## src/rtl/sprite_rom_arbiter.sv

```systemverilog
// Round-robin arbiter sharing one synchronous image-ROM read port between sprite drawers.
// Returns pixel data tagged with the requester id after a fixed RD_LAT+2 cycle latency.
module sprite_rom_arbiter #(
    parameter int NREQ   = 2,
    parameter int ADDR_W = 20,
    parameter int DATA_W = 12,
    parameter int RD_LAT = 2
) (
    input  logic                     clk,
    input  logic                     rst,
    input  logic                     frame_start,
    input  logic [NREQ-1:0]          req,
    input  logic [NREQ*ADDR_W-1:0]   req_addr,
    output logic [NREQ-1:0]          gnt,
    output logic                     rom_en,
    output logic [ADDR_W-1:0]        rom_addr,
    input  logic [DATA_W-1:0]        rom_data,
    output logic [NREQ-1:0]          rd_valid,
    output logic [DATA_W-1:0]        rd_data
);

    localparam int PTR_W = (NREQ > 2) ? 2 : 1;
    localparam logic [PTR_W-1:0] PTR_LAST = PTR_W'(NREQ - 1);
    localparam logic [PTR_W-1:0] PTR_ZERO = {PTR_W{1'b0}};
    localparam logic [NREQ-1:0]  ONE_HOT0 = NREQ'(1);

    // Wrap by explicit compare so non-power-of-two NREQ works.
    function automatic logic [PTR_W-1:0] ptr_inc(input logic [PTR_W-1:0] p);
        return (p == PTR_LAST) ? PTR_ZERO : p + PTR_W'(1);
    endfunction

    logic [PTR_W-1:0]             ptr_q, ptr_d;
    logic [PTR_W-1:0]             win_s, scan_s;
    logic                         hit_s, grant_s;
    logic                         rom_en_q, rom_en_d;
    logic [ADDR_W-1:0]            rom_addr_q, rom_addr_d;
    logic [RD_LAT:0]              tag_v_q, tag_v_d;
    logic [RD_LAT:0][NREQ-1:0]    tag_id_q, tag_id_d;
    logic [NREQ-1:0]              rd_valid_q, rd_valid_d;
    logic [DATA_W-1:0]            rd_data_q, rd_data_d;

    // Round-robin search starting at the priority pointer.
    always_comb begin
        hit_s  = 1'b0;
        win_s  = ptr_q;
        scan_s = ptr_q;
        for (int k = 0; k < NREQ; k++) begin
            win_s  = (!hit_s && req[scan_s]) ? scan_s : win_s;
            hit_s  = hit_s | req[scan_s];
            scan_s = ptr_inc(scan_s);
        end
    end

    assign grant_s = hit_s & ~rst;
    assign gnt     = grant_s ? (ONE_HOT0 << win_s) : {NREQ{1'b0}};

    // Next-state for pointer, ROM issue, tag pipeline and return stage.
    always_comb begin
        ptr_d = ptr_q;
        if (frame_start) begin
            ptr_d = PTR_ZERO;
        end else if (grant_s) begin
            ptr_d = ptr_inc(win_s);
        end else begin
            ptr_d = ptr_q;
        end

        rom_en_d   = grant_s;
        rom_addr_d = grant_s ? req_addr[int'(win_s)*ADDR_W +: ADDR_W] : rom_addr_q;

        // Tag travels with the read; slot RD_LAT lines up with valid rom_data.
        tag_v_d  = {tag_v_q[RD_LAT-1:0], grant_s};
        tag_id_d = {tag_id_q[RD_LAT-1:0], gnt};

        if (tag_v_q[RD_LAT]) begin
            rd_valid_d = tag_id_q[RD_LAT];
            rd_data_d  = rom_data;
        end else begin
            rd_valid_d = {NREQ{1'b0}};
            rd_data_d  = rd_data_q;
        end
    end

    // State registers; reset discards every in-flight tag.
    always_ff @(posedge clk) begin
        if (rst) begin
            ptr_q      <= PTR_ZERO;
            rom_en_q   <= 1'b0;
            rom_addr_q <= {ADDR_W{1'b0}};
            tag_v_q    <= {(RD_LAT+1){1'b0}};
            tag_id_q   <= {((RD_LAT+1)*NREQ){1'b0}};
            rd_valid_q <= {NREQ{1'b0}};
            rd_data_q  <= {DATA_W{1'b0}};
        end else begin
            ptr_q      <= ptr_d;
            rom_en_q   <= rom_en_d;
            rom_addr_q <= rom_addr_d;
            tag_v_q    <= tag_v_d;
            tag_id_q   <= tag_id_d;
            rd_valid_q <= rd_valid_d;
            rd_data_q  <= rd_data_d;
        end
    end

    assign rom_en   = rom_en_q;
    assign rom_addr = rom_addr_q;
    assign rd_valid = rd_valid_q;
    assign rd_data  = rd_data_q;

endmodule

```

## config.mk

```make
export PLATFORM = sky130hd
export DESIGN_NAME = sprite_rom_arbiter
export DESIGN_NICKNAME = d
export VERILOG_FILES = /design/src/rtl/sprite_rom_arbiter.sv
export SDC_FILE = /design/constraint.sdc
export NUM_CORES = 1
export LEC_CHECK = 0
export ABC_AREA = 1
export CELL_PAD_IN_SITES_DETAIL_PLACEMENT = 2
export CELL_PAD_IN_SITES_GLOBAL_PLACEMENT = 2
export CORE_ASPECT_RATIO = 1.5
export CORE_MARGIN = 10
export CORE_UTILIZATION = 22
export DETAILED_ROUTE_END_ITERATION = 10
export PLACE_DENSITY_LB_ADDON = 0.1
export SYNTH_ARGS = -nofsm -noshare
export SYNTH_HDL_FRONTEND = slang
export SYNTH_SLANG_ARGS = --single-unit
```

## constraint.sdc

```tcl
create_clock -name clk -period 1.42 [get_ports clk]
set_input_delay 0.355 -clock clk [delete_from_list [all_inputs] [get_ports clk]]
set_output_delay 0.355 -clock clk [all_outputs]
set_load 0.005 [all_outputs]
```

Word level (Yosys, flattened, before mapping)
Cells that the tools add are included.
{"block": "word_totals", "ff_bits": 45, "out_inout_bits": 37, "elab_cells": 32}
{"block": "classes", "n_addsub": 2, "n_mul": 1, "n_lt_le_gt_ge": 2, "shift": 2, "muxes": 8, "bitwise": 4, "reduce_logical": 4}
{"operator": "40-bit by 7-bit indexed part select with 20-bit output", "count": 1}
{"operator": "1-bit two-way mux", "count": 7}
{"operator": "1-bit by 2-bit < comparator with 1-bit output (second input constant)", "count": 2}
{"operator": "1-bit by 3-bit multiplier with 4-bit output (second input constant)", "count": 1}
{"operator": "2-bit OR reduction", "count": 2}
{"operator": "1-bit adder (second input constant)", "count": 2}
{"operator": "2-bit two-way mux", "count": 1}
{"operator": "1-bit NOT", "count": 2}
{"operator": "1-bit by 1-bit << shifter with 2-bit output (first input constant)", "count": 1}
{"operator": "1-bit bitwise AND", "count": 1}
{"operator": "1-bit logical AND", "count": 1}
{"operator": "1-bit logical NOT", "count": 1}
{"operator": "1-bit bitwise OR", "count": 1}

Depth between registers and ports, before layout
Gate-level depths: netlist of the first run.
{"block": "logic_depth", "word_depth": 8, "mapped_depth": 7, "depth_no_buf": 6}

Worst setup path before layout of the first run
Ideal clock, no wire load.
{"block": "synth_timing", "path_type": "input port to output port", "from": "input rst", "to": "output gnt[1]", "t_arrival_ps": 966, "required_time_ps": 1065, "path_slack_ps": 99, "cell_stages": 6, "path_buffers": 3, "cell_sequence": "buf_6 > nor2_8 > buf_12 > nand2_1 > inv_1 > buf_4"}
{"item": "start, declared", "line_no": "10", "rtl": "input logic rst,"}
{"item": "end, declared", "line_no": "14", "rtl": "output logic [NREQ-1:0] gnt,"}

Worst setup path in the final report of the first run
{"block": "layout_timing", "from": "register ptr_q", "to": "output gnt[0]"}
{"block": "layout_via", "elab_chain_len": 8, "elab_cells_between_ends": 13, "cone_classes": "add/sub (1); shift (1); mux (7); bitwise (2); reduce/logical (2)"}
{"item": "start, declared", "line_no": "32", "rtl": "logic [PTR_W-1:0] ptr_q, ptr_d;"}
{"item": "start signal, assigned", "line_no": "95", "rtl": "ptr_q <= ptr_d;"}
{"item": "1-bit adder", "line_no": "29", "rtl": "return (p == PTR_LAST) ? PTR_ZERO : p + PTR_W'(1);"}
{"item": "1-bit two-way mux", "line_no": "29"}
{"item": "1-bit two-way mux (implied by the code) (2 in series)", "line_no": "48, 49"}
{"item": "1-bit logical AND", "line_no": "48", "rtl": "win_s = (!hit_s && req[scan_s]) ? scan_s : win_s;"}
{"item": "1-bit two-way mux", "line_no": "48"}
{"item": "1-bit by 1-bit << shifter with 2-bit output", "line_no": "55", "rtl": "assign gnt = grant_s ? (ONE_HOT0 << win_s) : {NREQ{1'b0}};"}
{"item": "2-bit two-way mux (*)", "line_no": "55"}
Every way passes the cells marked *; elsewhere a longest branch is shown, timed or not. The select of a mux whose other input is x is not followed.

==> results of run 1 <==
## worst min-delay path by stage
stage,start,slack [ns],cells after the start,end
after floorplan,tag_id_d[2],0.39,2,tag_id_d[4]
after global placement,tag_v_q[1],0.39,2,tag_v_q[2]
after detailed placement,tag_id_d[3],0.40,2,tag_id_d[5]
after CTS,tag_id_d[3],0.41,2,tag_id_d[5]
after global routing,tag_id_d[3],0.44,2,tag_id_d[5]
final,tag_id_d[3],0.41,2,tag_id_d[5]
## power by group through the flow
stage	registers, mW	logic, mW	clock network [mW]
final	1.34	0.558	1.16
after global routing	1.35	0.627	1.29
after floorplan	1.37	0.253	0
after CTS	1.34	0.577	1.22
after global placement	1.36	0.602	0
after detailed placement	1.37	0.609	0
## metal layers
metal | vias to the layer above | track usage [%] | wire (um)
met5 | - | 0 | 0
met1 | 923 | 10.6 | 2720
met4 | 0 | 3.18 | 61
met2 | 62 | 18.6 | 3650
met3 | 4 | 4.39 | 610
li1 | 958 | - | -
## cell families after synthesis
kind of cell / after synthesis / synth area share (%)
flops: 44 / 42.8
simple gates: 140 / 39.0
buf+inv: 50 / 14.2
compound gates: 15 / 4.01
## flip-flops by register name (all words and copies together), names as in the netlist
signal	flops
rom_addr	20
rd_data	12
tag_id_d	4
tag_v_q	3
rd_valid	2
tag_id_q	2
ptr_q	1
## area by class of cell
cell class                      instances  area share [%]
Clock inverter                          3           0.740
Inverter                               35            4.09
Clock buffer                            5            3.90
Sequential cell                        44            27.5
Tap cell                              112            4.36
Timing Repair Buffer                  108            31.7
Multi-Input combinational cell        155            27.7
## repair_timing
action / 4_1_cts / 5_1_grt
setup buffers: 2 / 1
endpoints found under the setup margin: 71 / 2
hold endpoints to repair: 0 / 0
pin swaps: 1 / 2
gates resized for setup: 54 / 2
## synth_stat cells
master	count	area, um2
o21ai_0	12	60.1
a21oi_1	1	5.00
buf_4	3	22.5
nor2_1	33	124
buf_6	4	45.0
clkbuf_8	3	41.3
and3_1	2	12.5
nor2_2	1	6.26
nand3_2	38	380
nand2_2	5	31.3
nand3_1	2	10.0
o21ai_2	1	8.76
clkbuf_1	3	11.3
inv_2	2	7.51
nor2_8	1	20.0
a21oi_2	1	8.76
nand2_1	58	218
inv_1	33	124
buf_12	2	40.0
dfxtp_1	44	881
## stage by stage
step	cell area [um2]	hold slack (ns)	power, mW	TNS, ns
after floorplan	2060	0.388	1.62	0
after global placement	3080	0.393	1.97	-14.01
after detailed placement	3080	0.399	1.98	-14.96
after CTS	3220	0.408	3.14	-0.0762
after global routing	3210	0.438	3.26	-0.0947
final	3210	0.406	3.06	0
## worst reg2reg max path, cell delays in order, from the launching register on
cell and delay, ns:
dfxtp_2 0.33, a21oi_2 0.16, buf_4 0.13, buf_4 0.27, nand2_1 0.13, nand3_2 0.09
nand2_1 0.05, inv_1 0.05
==> results.yml, run 1 <==
run_status:
  outcome: "finished, final reports clean"
finish:
  nets: 406
  layout.cells.non_filler: 462
  layout_commonest_cell: "nand2_1"
  regArea_um2: 883
  n_antenna_cell: 0
  fin_util_pct: 34.9
  fill_cells: 1081
  final_cell_mix: "nand2_1, clkdlybuf4s50_1, dfxtp_1"
  area_growth_pct: 56.1
  drive_above_1_share_pct: 23.4
  multi_input_area_um2: 890
floorplanning:
  start_util_pct: 22.4
  rows: 43
  core_area_mm2: 0.00920
  dieArea_mm2: 0.0137
  io_pins: 94
  fp.dieH_um: 138
  die_w_um: 99.0
pwr:
  power_density_mw_per_mm2: 952
  pwr-share-comb_pct: 18.3
  p_sw_uw: 794
  intPower_mw: 2.26
  p_leak_nw: 1.67
  peakVddDrop_uv: 389
  clockPowerShare_pct: 38.0
  sw_frac_of_total_pct: 26.0
  power_frac_seq_pct: 43.7
critical_path:
  crit_type: "reg2out"
  worst-path-buf-inv: 2
  cp-startpoint: "ptr_q"
  cp.arrival_ns: 1.06
  slowest_delay_ns: 0.33
  worstPathRequired_ns: 1.07
  path_depth: 4
  end_kind: "primary output"
  setup.worst_path.end: "gnt[0]"
  r2r-end: "rom_addr[16]"
  crit_slowest_cell: "dfxtp_2"
  critical_path.top_delay_family: "flip-flops"
  crit_chain: "a21oi_2, inv_1, nor2_1, buf_2"
  r2r-start: "ptr_q"
  reg2reg_setup_slack_ns: 0.17
  reg2reg_depth: 7
  cp_max_fo: 2
  cp-start-kind: "flip-flop"
yosys:
  ys_warn_count: 0
  ys_types: 20
  synth_fp_nets: 306
  ys_seq_elements: 44
  syn_area_mm2: 0.00206
  syn_area_per_cell_um2: 8.26
  yosysSeqAreaShare_pct: 42.8
  syn_inst: 249
sta:
  clock_skew_ns: 0.00695
  tightest_slew_ns: 0.371
  slew_headroom_pct: 75.3
  post-route-period-util_pct: 99.9
  hold_viol: 0
  finalWorstPathRequiredPeriod_ns: 1.42
  finalSetupViolations: 0
  drv_slew: 0
  fin_ws_ns: 0.00174
  rsz0062_at_grt: "yes"
  max_freq_mhz: 705
cts:
  cts-root-buf: "clkbuf_16"
  clk_pin_slew_ns: 0.07
  cts_tree: "done"
  cts_hold_buf: 0
  cts_buffer_depth: 2
  cts.sink_count: 44
  htree_levels: 2
  clock_latency_ns: 0.29
  cts_buffers: 5
placement:
  dp.cells: 451
  place.detailed.hpwl_mm: 5.42
  gp_congestion: 0.698
  port_buffers: 93
  pre_cts_ws_ns: -0.663
detailed_routing:
  drtIter0Drc: 25
  vias: 1947
  firstDrtPassIters: 3
  via_per_inst: 4.21
  drc: 0
  wirelength_mm: 7.04
  routedWlPerCell_um: 15.2
  antenna_left: 0
hold_path:
  hold_class: "reg2reg"
grt:
  grtUsageTotal_pct: 10.4
  grt_pass1_wl_mm: 11.6
  grt.overflow.total: 0
  grt_max_degree: 22
  grt_pass1_vias: 2271
  grt_antenna_before_repair: 0
flow_run:
  drv_cap: 0
Power figures use the tool's default switching activity.
==> run 2: changes to the inputs <==
--- a/config.mk
+++ b/config.mk
@@ -6,11 +6,13 @@
 export NUM_CORES = 1
 export LEC_CHECK = 0
 export ABC_AREA = 1
+export CAP_MARGIN = 10
 export CELL_PAD_IN_SITES_DETAIL_PLACEMENT = 2
 export CELL_PAD_IN_SITES_GLOBAL_PLACEMENT = 2
 export CORE_ASPECT_RATIO = 1.5
 export CORE_MARGIN = 10
 export CORE_UTILIZATION = 22
+export CTS_CLUSTER_SIZE = 24
 export DETAILED_ROUTE_END_ITERATION = 10
 export PLACE_DENSITY_LB_ADDON = 0.1
 export SYNTH_ARGS = -nofsm -noshare
==> results of run 2 <==
The final DEF is identical to that of run 1; final timing and power are the same.
==> run 3: changes to the inputs <==
--- a/config.mk
+++ b/config.mk
@@ -9,12 +9,13 @@
 export CAP_MARGIN = 10
 export CELL_PAD_IN_SITES_DETAIL_PLACEMENT = 2
 export CELL_PAD_IN_SITES_GLOBAL_PLACEMENT = 2
-export CORE_ASPECT_RATIO = 1.5
+export CORE_ASPECT_RATIO = 1.25
 export CORE_MARGIN = 10
 export CORE_UTILIZATION = 22
 export CTS_CLUSTER_SIZE = 24
 export DETAILED_ROUTE_END_ITERATION = 10
 export PLACE_DENSITY_LB_ADDON = 0.1
+export SETUP_SLACK_MARGIN = 0.4
 export SYNTH_ARGS = -nofsm -noshare
 export SYNTH_HDL_FRONTEND = slang
 export SYNTH_SLANG_ARGS = --single-unit
==> run 3 against run 2 <==
Via count grew 7.6%; die area shrank 0.40%; maximum frequency grew 4.9%; highest routed layer unchanged; worst setup slack gained 0.066 ns; final cell count grew 10%; clock power is essentially flat.
==> results.yml, run 3 (synthesis gave the netlist of run 1 again) <==
floorplanning:
  core_area_mm2: 0.00913
  start_util_pct: 22.5
  rows: 39
  io_pins: 94
  die_w_um: 106
  fp.dieH_um: 128
  dieArea_mm2: 0.0136
detailed_routing:
  drc: 0
  firstDrtPassIters: 3
  vias: 2094
  antenna_left: 0
  via_per_inst: 4.12
  routedWlPerCell_um: 15.8
  wirelength_mm: 8.01
  drtIter0Drc: 45
cts:
  cts_buffers: 5
  cts_tree: "done"
  cts-root-buf: "clkbuf_16"
  cts_buffer_depth: 2
  cts_hold_buf: 0
  cts.sink_count: 44
  clock_latency_ns: 0.29
  clk_pin_slew_ns: 0.06
  htree_levels: 2
critical_path:
  crit_slowest_cell: "dfxtp_2"
  crit_chain: "inv_2, nand2_2, nand2_4, inv_2, buf_6"
  path_common_cell: "inv_2"
  worstPathRequired_ns: 1.07
  cp-start-kind: "flip-flop"
  cp_max_fo: 2
  end_kind: "primary output"
  r2r-start: "ptr_q"
  crit_type: "reg2out"
  r2r-end: "rom_addr[9]"
  reg2reg_depth: 6
  reg2reg_setup_slack_ns: 0.29
  cp.arrival_ns: 1.00
  slowest_delay_ns: 0.36
grt:
  grt_antenna_before_repair: 0
  grt_max_degree: 21
  grtUsageTotal_pct: 11.4
  grt.overflow.total: 0
  grt_pass1_wl_mm: 12.3
  grt_pass1_vias: 2352
pwr:
  power_frac_seq_pct: 40.3
  clockPowerShare_pct: 35.3
  intPower_mw: 2.50
  power_density_mw_per_mm2: 861
  p_sw_uw: 884
  finalPower_mw: 3.39
  sw_frac_of_total_pct: 26.1
  peakVddDrop_uv: 427
  p_leak_nw: 1.93
  pwr-share-comb_pct: 24.5
sta:
  finalWorstPathRequiredPeriod_ns: 1.35
  clock_skew_ns: 0.00199
  hold_viol: 0
  finalSetupTns_ns: 0
  holdWs_ns: 0.408
  rsz0062_at_grt: "yes"
  post-route-period-util_pct: 95.2
  slew_headroom_pct: 71.7
  tightest_slew_ns: 0.425
  finalSetupViolations: 0
  drv_slew: 0
  max_freq_mhz: 740
placement:
  dp.cells: 465
  place.detailed.hpwl_mm: 5.22
  port_buffers: 93
  gp_congestion: 0.704
run_status:
  outcome: "finished, final reports clean"
flow_run:
  drv_cap: 0
finish:
  fin_util_pct: 43.1
  final_cell_mix: "clkdlybuf4s50_1, nand2_1, nand3_2, buf_6"
  layout_commonest_cell: "clkdlybuf4s50_1"
  drive_above_1_share_pct: 59.5
  n_antenna_cell: 0
  layout.cells.non_filler: 508
  area_growth_pct: 91.2
  largest_reg_flops: 20
  nets: 441
hold_path:
  whs_path_depth: 2
  min_to: "tag_id_d[4]"
  hold_class: "reg2reg"
  worstHoldStart: "tag_id_d[2]"
-- run 3: metal layers --
metal  part of all wire [%]  track usage, %
met5                      0               0
met4                    1.2            3.35
met3                    7.3            4.48
met2                     55            21.2
met1                     37            11.3
-- run 3: what timing repair did --
item / CTS / global route
gates cloned: 3 / 2
setup buffers: 16 / 14
gates resized for setup: 235 / 73
endpoints found under the setup margin: 75 / 72
pin swaps: 4 / 15
-- run 3: how the worst max path moves through the flow --
stage                   to  slack (ns)  startpoint  cells after the start
global placement    gnt[0]       -0.75      req[0]                      6
global route        gnt[0]       -0.02       ptr_q                      4
detailed placement  gnt[0]       -0.76      req[0]                      6
floorplan           gnt[1]        0.17         rst                      6
CTS                 gnt[0]        0.06       ptr_q                      4
finish              gnt[1]        0.07       ptr_q                      5
-- run 3: critical path, delay by kind of cell (launching register included) --
| kind | cells | cell delay, ns |
|---|---|---|
| buffers and inverters | 3 | 0.18 |
| AND/OR/NAND/NOR | 2 | 0.17 |
| flip-flops | 1 | 0.36 |
-- run 3: final cells by class --
type	count	area [um2]
Tap cell	123	154
Fill cell	1009	5190
Timing Repair Buffer	143	1500
Sequential cell	44	923
Inverter	35	145
Clock buffer	6	139
Clock inverter	2	10.0
Multi-Input combinational cell	155	1060
-- run 3: power by group through the flow --
stage / Sequential (mW) / Clock, mW / Combinational [mW]
floorplan: 1.37 / 0 / 0.265
global placement: 1.36 / 0 / 0.624
detailed placement: 1.37 / 0 / 0.630
CTS: 1.36 / 1.25 / 0.716
global route: 1.37 / 1.31 / 0.905
finish: 1.36 / 1.19 / 0.828
-- run 3: per-stage QoR --
stage	area [um2]	setup WS, ns
after floorplan	2100	0.171
after global placement	3160	-0.746
after detailed placement	3160	-0.755
after CTS	3550	0.0618
after global routing	3930	-0.0211
final	3930	0.0681
